===== config.mk =====
export PLATFORM = sky130hd
export DESIGN_NAME = dmem_arbiter_flat
export DESIGN_NICKNAME = d
export VERILOG_FILES = /design/src/rtl/dmem_arbiter_if.sv /design/src/rtl/dmem_arbiter.sv /design/src/flat_wrapper.sv
export SDC_FILE = /design/constraint.sdc
export NUM_CORES = 1
export LEC_CHECK = 0
export BUFFER_PORTS_ARGS = -buffer_cell sky130_fd_sc_hd__buf_4
export CAP_MARGIN = 30
export CORE_AREA = 3 3 111 113
export CTS_CLUSTER_DIAMETER = 30
export CTS_CLUSTER_SIZE = 30
export DETAILED_ROUTE_END_ITERATION = 12
export DIE_AREA = 0 0 114 116
export RECOVER_POWER = 25
export SYNTH_ARGS = -nofsm -noshare
export SYNTH_HDL_FRONTEND = slang
export SYNTH_SLANG_ARGS = --single-unit

===== constraint.sdc =====
create_clock -name clk -period 2.44 [get_ports clk]
set_clock_uncertainty 0.1 [all_clocks]
set_input_delay 0.244 -clock clk [delete_from_list [all_inputs] [get_ports clk]]
set_output_delay 0.244 -clock clk [all_outputs]
set_load 0.03 [all_outputs]

===== src/rtl/dmem_arbiter_if.sv =====
// Bundle of the two requester ports, the core stall line and the memory port
// of the data-memory arbiter. The master side is the outside world (core LSU,
// loader and the RAM model); the slave side is the arbiter itself.
interface dmem_arbiter_if #(
    parameter int AW         = 32,
    parameter int DW         = 32,
    parameter int DEPTH_LOG2 = 8
);
    // Port 0: core load/store unit
    logic                  p0_req;
    logic                  p0_we;
    logic [AW-1:0]         p0_addr;
    logic [DW-1:0]         p0_wdata;
    logic [DW/8-1:0]       p0_be;
    logic                  p0_gnt;
    logic                  p0_rvalid;
    logic [DW-1:0]         p0_rdata;
    logic                  p0_err;

    // Port 1: loader / debug
    logic                  p1_req;
    logic                  p1_we;
    logic [AW-1:0]         p1_addr;
    logic [DW-1:0]         p1_wdata;
    logic [DW/8-1:0]       p1_be;
    logic                  p1_gnt;
    logic                  p1_rvalid;
    logic [DW-1:0]         p1_rdata;
    logic                  p1_err;
    logic                  p1_lock;

    logic                  core_stall;

    // Single-port synchronous data memory
    logic                  mem_en;
    logic                  mem_we;
    logic [DEPTH_LOG2-1:0] mem_addr;
    logic [DW-1:0]         mem_wdata;
    logic [DW/8-1:0]       mem_be;
    logic [DW-1:0]         mem_rdata;

    modport master (
        output p0_req, p0_we, p0_addr, p0_wdata, p0_be,
        input  p0_gnt, p0_rvalid, p0_rdata, p0_err,
        output p1_req, p1_we, p1_addr, p1_wdata, p1_be, p1_lock,
        input  p1_gnt, p1_rvalid, p1_rdata, p1_err,
        input  core_stall,
        input  mem_en, mem_we, mem_addr, mem_wdata, mem_be,
        output mem_rdata
    );

    modport slave (
        input  p0_req, p0_we, p0_addr, p0_wdata, p0_be,
        output p0_gnt, p0_rvalid, p0_rdata, p0_err,
        input  p1_req, p1_we, p1_addr, p1_wdata, p1_be, p1_lock,
        output p1_gnt, p1_rvalid, p1_rdata, p1_err,
        output core_stall,
        output mem_en, mem_we, mem_addr, mem_wdata, mem_be,
        input  mem_rdata
    );
endinterface


===== src/rtl/dmem_arbiter.sv =====
// Two-port arbiter in front of the single-port data memory: round-robin
// between core (port 0) and loader (port 1), loader burst lock, misalignment
// detection, one-cycle fixed-latency responses and a core stall output.
module dmem_arbiter #(
    parameter int AW         = 32,
    parameter int DW         = 32,
    parameter int DEPTH_LOG2 = 8
) (
    input  logic           clk,
    input  logic           reset,
    dmem_arbiter_if.slave  bus
);
    localparam int NP = 2;
    localparam int BW = DW / 8;
    localparam logic [BW-1:0] BE_ALL = {BW{1'b1}};
    localparam logic [BW-1:0] BE_LO  = BE_ALL >> (BW / 2);
    localparam logic [BW-1:0] BE_HI  = ~BE_LO;

    typedef enum logic {
        ARB   = 1'b0,
        LOCK1 = 1'b1
    } state_t;

    // Requester fields gathered into arrays so both ports share one datapath.
    // Only the address bits that reach memory (plus the byte offset) matter.
    logic [NP-1:0]         req;
    logic [NP-1:0]         we;
    logic [NP-1:0]         mis;
    logic [DEPTH_LOG2+1:0] addr  [NP];
    logic [DW-1:0]         wdata [NP];
    logic [BW-1:0]         be    [NP];

    assign req      = {bus.p1_req, bus.p0_req};
    assign we       = {bus.p1_we,  bus.p0_we};
    assign addr[0]  = bus.p0_addr[DEPTH_LOG2+1:0];
    assign addr[1]  = bus.p1_addr[DEPTH_LOG2+1:0];
    assign wdata[0] = bus.p0_wdata;
    assign wdata[1] = bus.p1_wdata;
    assign be[0]    = bus.p0_be;
    assign be[1]    = bus.p1_be;

    // Word access must be word aligned, half-word access must be even.
    generate
        for (genvar gi = 0; gi < NP; gi++) begin : g_align
            assign mis[gi] = ((be[gi] == BE_ALL) && (addr[gi][1:0] != 2'b00)) ||
                             (((be[gi] == BE_LO) || (be[gi] == BE_HI)) && addr[gi][0]);
        end
    endgenerate

    state_t        state_q, state_d;
    logic          rr_q, rr_d;          // 0: core preferred on contention
    logic [NP-1:0] rvalid_q, rvalid_d;
    logic [NP-1:0] err_q, err_d;
    logic [NP-1:0] rd_q, rd_d;          // response carries memory read data

    logic [NP-1:0] gnt;
    logic          sel;
    logic          issue;

    // Combinational grant: lock gives port 1 exclusive use, otherwise
    // a lone requester wins and contention is resolved by rr_q.
    always_comb begin
        gnt = '0;
        if (!reset) begin
            if (state_q == LOCK1) begin
                gnt = {req[1], 1'b0};
            end else if (req == 2'b11) begin
                gnt = rr_q ? 2'b10 : 2'b01;
            end else begin
                gnt = req;
            end
        end
    end

    assign sel   = gnt[1];
    assign issue = (|gnt) && !mis[sel];

    // Next-state: FSM transitions, round-robin pointer and response capture.
    always_comb begin
        state_d  = state_q;
        rr_d     = rr_q;
        rvalid_d = gnt;
        err_d    = gnt & mis;
        rd_d     = gnt & ~we & ~mis;
        case (state_q)
            ARB: begin
                if (req == 2'b11) begin
                    rr_d = gnt[0];
                end
                if (gnt[1] && bus.p1_lock) begin
                    state_d = LOCK1;
                end
            end
            LOCK1: begin
                if (!bus.p1_lock) begin
                    state_d = ARB;
                    rr_d    = 1'b0;
                end
            end
            default: state_d = ARB;
        endcase
    end

    // Arbiter state and registered response flags.
    always_ff @(posedge clk or posedge reset) begin
        if (reset) begin
            state_q  <= ARB;
            rr_q     <= 1'b0;
            rvalid_q <= '0;
            err_q    <= '0;
            rd_q     <= '0;
        end else begin
            state_q  <= state_d;
            rr_q     <= rr_d;
            rvalid_q <= rvalid_d;
            err_q    <= err_d;
            rd_q     <= rd_d;
        end
    end

    assign bus.p0_gnt     = gnt[0];
    assign bus.p1_gnt     = gnt[1];
    assign bus.core_stall = req[0] && !gnt[0];

    assign bus.p0_rvalid  = rvalid_q[0];
    assign bus.p1_rvalid  = rvalid_q[1];
    assign bus.p0_err     = err_q[0];
    assign bus.p1_err     = err_q[1];
    assign bus.p0_rdata   = rd_q[0] ? bus.mem_rdata : '0;
    assign bus.p1_rdata   = rd_q[1] ? bus.mem_rdata : '0;

    // Memory buses are held at zero whenever no access is issued.
    assign bus.mem_en     = issue;
    assign bus.mem_we     = issue && we[sel];
    assign bus.mem_addr   = issue ? addr[sel][DEPTH_LOG2+1:2] : '0;
    assign bus.mem_wdata  = issue ? wdata[sel] : '0;
    assign bus.mem_be     = issue ? be[sel] : '0;
endmodule


===== src/flat_wrapper.sv =====
// flat-port wrapper written by rule: the top's interface ports become plain ports
module dmem_arbiter_flat 
#(
    parameter int AW         = 32,
    parameter int DW         = 32,
    parameter int DEPTH_LOG2 = 8
)
  (clk, reset, bus_p0_req, bus_p0_we, bus_p0_addr, bus_p0_wdata, bus_p0_be, bus_p0_gnt, bus_p0_rvalid, bus_p0_rdata, bus_p0_err, bus_p1_req, bus_p1_we, bus_p1_addr, bus_p1_wdata, bus_p1_be, bus_p1_lock, bus_p1_gnt, bus_p1_rvalid, bus_p1_rdata, bus_p1_err, bus_core_stall, bus_mem_en, bus_mem_we, bus_mem_addr, bus_mem_wdata, bus_mem_be, bus_mem_rdata);
  dmem_arbiter_if #(.AW(AW), .DW(DW), .DEPTH_LOG2(DEPTH_LOG2)) bus_i ();
  input  logic clk;
  input  logic reset;
  input wire logic [$bits(bus_i.p0_req)-1:0] bus_p0_req;
  input wire logic [$bits(bus_i.p0_we)-1:0] bus_p0_we;
  input wire logic [$bits(bus_i.p0_addr)-1:0] bus_p0_addr;
  input wire logic [$bits(bus_i.p0_wdata)-1:0] bus_p0_wdata;
  input wire logic [$bits(bus_i.p0_be)-1:0] bus_p0_be;
  output wire logic [$bits(bus_i.p0_gnt)-1:0] bus_p0_gnt;
  output wire logic [$bits(bus_i.p0_rvalid)-1:0] bus_p0_rvalid;
  output wire logic [$bits(bus_i.p0_rdata)-1:0] bus_p0_rdata;
  output wire logic [$bits(bus_i.p0_err)-1:0] bus_p0_err;
  input wire logic [$bits(bus_i.p1_req)-1:0] bus_p1_req;
  input wire logic [$bits(bus_i.p1_we)-1:0] bus_p1_we;
  input wire logic [$bits(bus_i.p1_addr)-1:0] bus_p1_addr;
  input wire logic [$bits(bus_i.p1_wdata)-1:0] bus_p1_wdata;
  input wire logic [$bits(bus_i.p1_be)-1:0] bus_p1_be;
  input wire logic [$bits(bus_i.p1_lock)-1:0] bus_p1_lock;
  output wire logic [$bits(bus_i.p1_gnt)-1:0] bus_p1_gnt;
  output wire logic [$bits(bus_i.p1_rvalid)-1:0] bus_p1_rvalid;
  output wire logic [$bits(bus_i.p1_rdata)-1:0] bus_p1_rdata;
  output wire logic [$bits(bus_i.p1_err)-1:0] bus_p1_err;
  output wire logic [$bits(bus_i.core_stall)-1:0] bus_core_stall;
  output wire logic [$bits(bus_i.mem_en)-1:0] bus_mem_en;
  output wire logic [$bits(bus_i.mem_we)-1:0] bus_mem_we;
  output wire logic [$bits(bus_i.mem_addr)-1:0] bus_mem_addr;
  output wire logic [$bits(bus_i.mem_wdata)-1:0] bus_mem_wdata;
  output wire logic [$bits(bus_i.mem_be)-1:0] bus_mem_be;
  input wire logic [$bits(bus_i.mem_rdata)-1:0] bus_mem_rdata;
  assign bus_i.p0_req = bus_p0_req;
  assign bus_i.p0_we = bus_p0_we;
  assign bus_i.p0_addr = bus_p0_addr;
  assign bus_i.p0_wdata = bus_p0_wdata;
  assign bus_i.p0_be = bus_p0_be;
  assign bus_p0_gnt = bus_i.p0_gnt;
  assign bus_p0_rvalid = bus_i.p0_rvalid;
  assign bus_p0_rdata = bus_i.p0_rdata;
  assign bus_p0_err = bus_i.p0_err;
  assign bus_i.p1_req = bus_p1_req;
  assign bus_i.p1_we = bus_p1_we;
  assign bus_i.p1_addr = bus_p1_addr;
  assign bus_i.p1_wdata = bus_p1_wdata;
  assign bus_i.p1_be = bus_p1_be;
  assign bus_i.p1_lock = bus_p1_lock;
  assign bus_p1_gnt = bus_i.p1_gnt;
  assign bus_p1_rvalid = bus_i.p1_rvalid;
  assign bus_p1_rdata = bus_i.p1_rdata;
  assign bus_p1_err = bus_i.p1_err;
  assign bus_core_stall = bus_i.core_stall;
  assign bus_mem_en = bus_i.mem_en;
  assign bus_mem_we = bus_i.mem_we;
  assign bus_mem_addr = bus_i.mem_addr;
  assign bus_mem_wdata = bus_i.mem_wdata;
  assign bus_mem_be = bus_i.mem_be;
  assign bus_i.mem_rdata = bus_mem_rdata;
  dmem_arbiter #(.AW(AW), .DW(DW), .DEPTH_LOG2(DEPTH_LOG2)) u_core (.clk(clk), .reset(reset), .bus(bus_i));
endmodule

==> out/metrics.csv <==
metric,value,unit
status,finished clean,
grt_pass1_wl,11800,um
io_pins,292,
ctsResizeCount,0,
fill_cells,1253,
r2r_end,u_core.rd_q[1],
min_to,u_core.rd_q[0],
rsz0062_at_grt,false,
setup.worst_path.start_class,flop,
synth-async-reset-ratio,100,%
synth_edf_count,0,
syn-num-nets,342,
grtUsageTotal,11.1,%
internal_power,0.000683,W
final_cell_area,0.00338,mm2
reg2reg_slack,970,ps
post-route-period-util,92.9,%
synth-seq-cells,8,
die_h,116,um
yosys-top-cells-count,"and2_1 (64), a32o_1 (45), clkbuf_1 (14)",
grt.overflow.total,0,
vdd.ir_drop.worst,191,uV
viasPerCell,4.25,
drt_drc_violations_left,0,
crit_required,2100,ps
relSlewSlack,49.9,%
cts_root_buffer,clkbuf_16,
placedInstanceArea,0.00338,mm2
cts_buffer_depth,2,
cp.arrival,1920,ps
io_buffers,247,
cts_buffers,3,
via_count,2313,
power_leakage,1.72,nW
synthFlopType,dfrtp_1,
end_kind,primary output,
synth_top_area_share,32.4,%
hold_violations,0,
fin_setup_tns,0,ps
worstHoldPathType,primary input to flop,
power_density,334,mW/mm2
yosysSeqAreaShare,14.4,%
insertion_delay,230,ps
pwr-share-clk,24.0,%
syn-cell-area,0.00139,mm2
yosys.area.top_type,a32o_1,
core_area,0.0114,mm2
grt_pass1_vias,2234,
max_freq,441,MHz
cts-htree-levels,1,
wl_per_cell,15.4,um
dp_hpwl,7240,um
clkSlewWorstSetupHoldPaths,40,ps
place_congestion,0.754,
r2r-start,u_core.state_q,
worst_pin_slew,751,ps
p_sw,0.000446,W
fp-row-count,39,
seqPwrFrac,13.9,%
drtPass1Iterations,4,
hp-start,bus_p0_we,
post-synth-top-count-cell,and2_1,
synth_area_leaders,"a32o_1 (32%), and2_1 (29%), dfrtp_1 (14%)",
num-nets-final,578,
cts_tree,done,
cts.sink_count,8,
drive_above_1_share,60.3,%
antenna_found_initial,0,
syn_avg_cell_area,8.32,um2
grt_max_degree,52,
yosysUniqueCellTypes,32,
drv_slew,0,
yosysWarningCount,0,
min_path_cells,2,
die_x,114,um
switching_share,39.5,%
setup_viol,0,
drv_cap,0,
layout.core_utilization,29.6,%
fin_crit,2270,ps
syn_to_final_growth,143,%
detail_route.wirelength,8370,um
initial_core_util,12.2,%
critical_path_class,flop to primary output,
drt_iter0_markers,62,
ant_nets,0,
synth_cells,167,
reg2reg_depth,4,
combPwrFrac,62.1,%
die_area,0.0132,mm2
diodes,0,
cp_max_fo,46,
## logic make-up after synthesis
| logic type | share of synthesized area, % |
|---|---|
| AOI/OAI and AO/OA | 39.2 |
| buffers and inverters | 8.46 |
| and+or+nand+nor | 38.0 |
| DFF | 14.4 |
## cells in the final DEF (no fill, tap or decap), types with 2 or more instances in the layout
cell type / n
inv_1: 2
buf_12: 2
clkbuf_16: 3
a32o_1: 45
dfrtp_1: 8
o211ai_1: 2
clkbuf_1: 18
nor2_1: 3
nand3_1: 2
and2_1: 64
buf_4: 230
## metrics by stage
step / std cells / hold slack, ps / total power [W] / setup WS, ps
finish: 544 / 83.6 / 0.00113 / 173
global route: 544 / 92.2 / 0.00119 / 64.0
CTS: 544 / 79.7 / 0.00115 / 164
detailed placement: 540 / 145 / 0.000874 / 316
global placement: 540 / 133 / 0.000868 / 326
floorplan: 167 / -32.2 / 0.000524 / 380
## sequential cells by signal (all words and copies together), names as in the netlist
register and flops:
u_core.err_q 2, u_core.rd_q 2, u_core.rr_q 1, u_core.rvalid_q 2, u_core.state_q 1
## metal layers
layer	share of wire (%)	global-route usage, %
met5	0	0
met1	35	12.4
met4	0.30	1.19
met2	53	21.7
met3	12	2.87
## critical path, stage by stage (launching register included)
cell and delay (ps):
dfrtp_1 390, nand2b_4 150, a211o_4 340, nor3_4 220
buf_12 230, a32o_1 170, buf_4 160
## power groups by stage
stage,Combinational (W),Clock [W],Sequential (W)
after floorplan,0.000368,0,0.000155
after global placement,0.000710,0,0.000158
after detailed placement,0.000714,0,0.000160
after CTS,0.000718,0.000278,0.000158
after global routing,0.000743,0.000290,0.000161
final,0.000701,0.000271,0.000157
## final cells by class
type | count | area [um2] | share of cell area [%]
Sequential cell | 8 | 200 | 5.92
Clock buffer | 3 | 75.1 | 2.22
Timing Repair Buffer | 251 | 1840 | 54.5
Inverter | 2 | 7.51 | 0.222
Multi-Input combinational cell | 137 | 1080 | 31.8
Tap cell | 143 | 179 | 5.29
## worst max path at each step
stage,end,start,cells after the start
3_5_place_dp,bus_mem_wdata[31],bus_p0_be[2],7
4_1_cts,bus_mem_be[0],u_core.state_q,6
2_1_floorplan,bus_mem_addr[3],u_core.state_q,5
6_report,bus_mem_be[0],u_core.state_q,6
5_1_grt,bus_mem_wdata[13],bus_p0_be[2],7
3_3_place_gp,bus_mem_wdata[13],bus_p0_be[2],7
## what timing repair did
item,CTS,global route
hold endpoints to repair,8,0
hold buffers,1,0
setup endpoints to repair,0,0
setup buffers,0,0
Note: power is estimated with default switching activity, not from simulation.
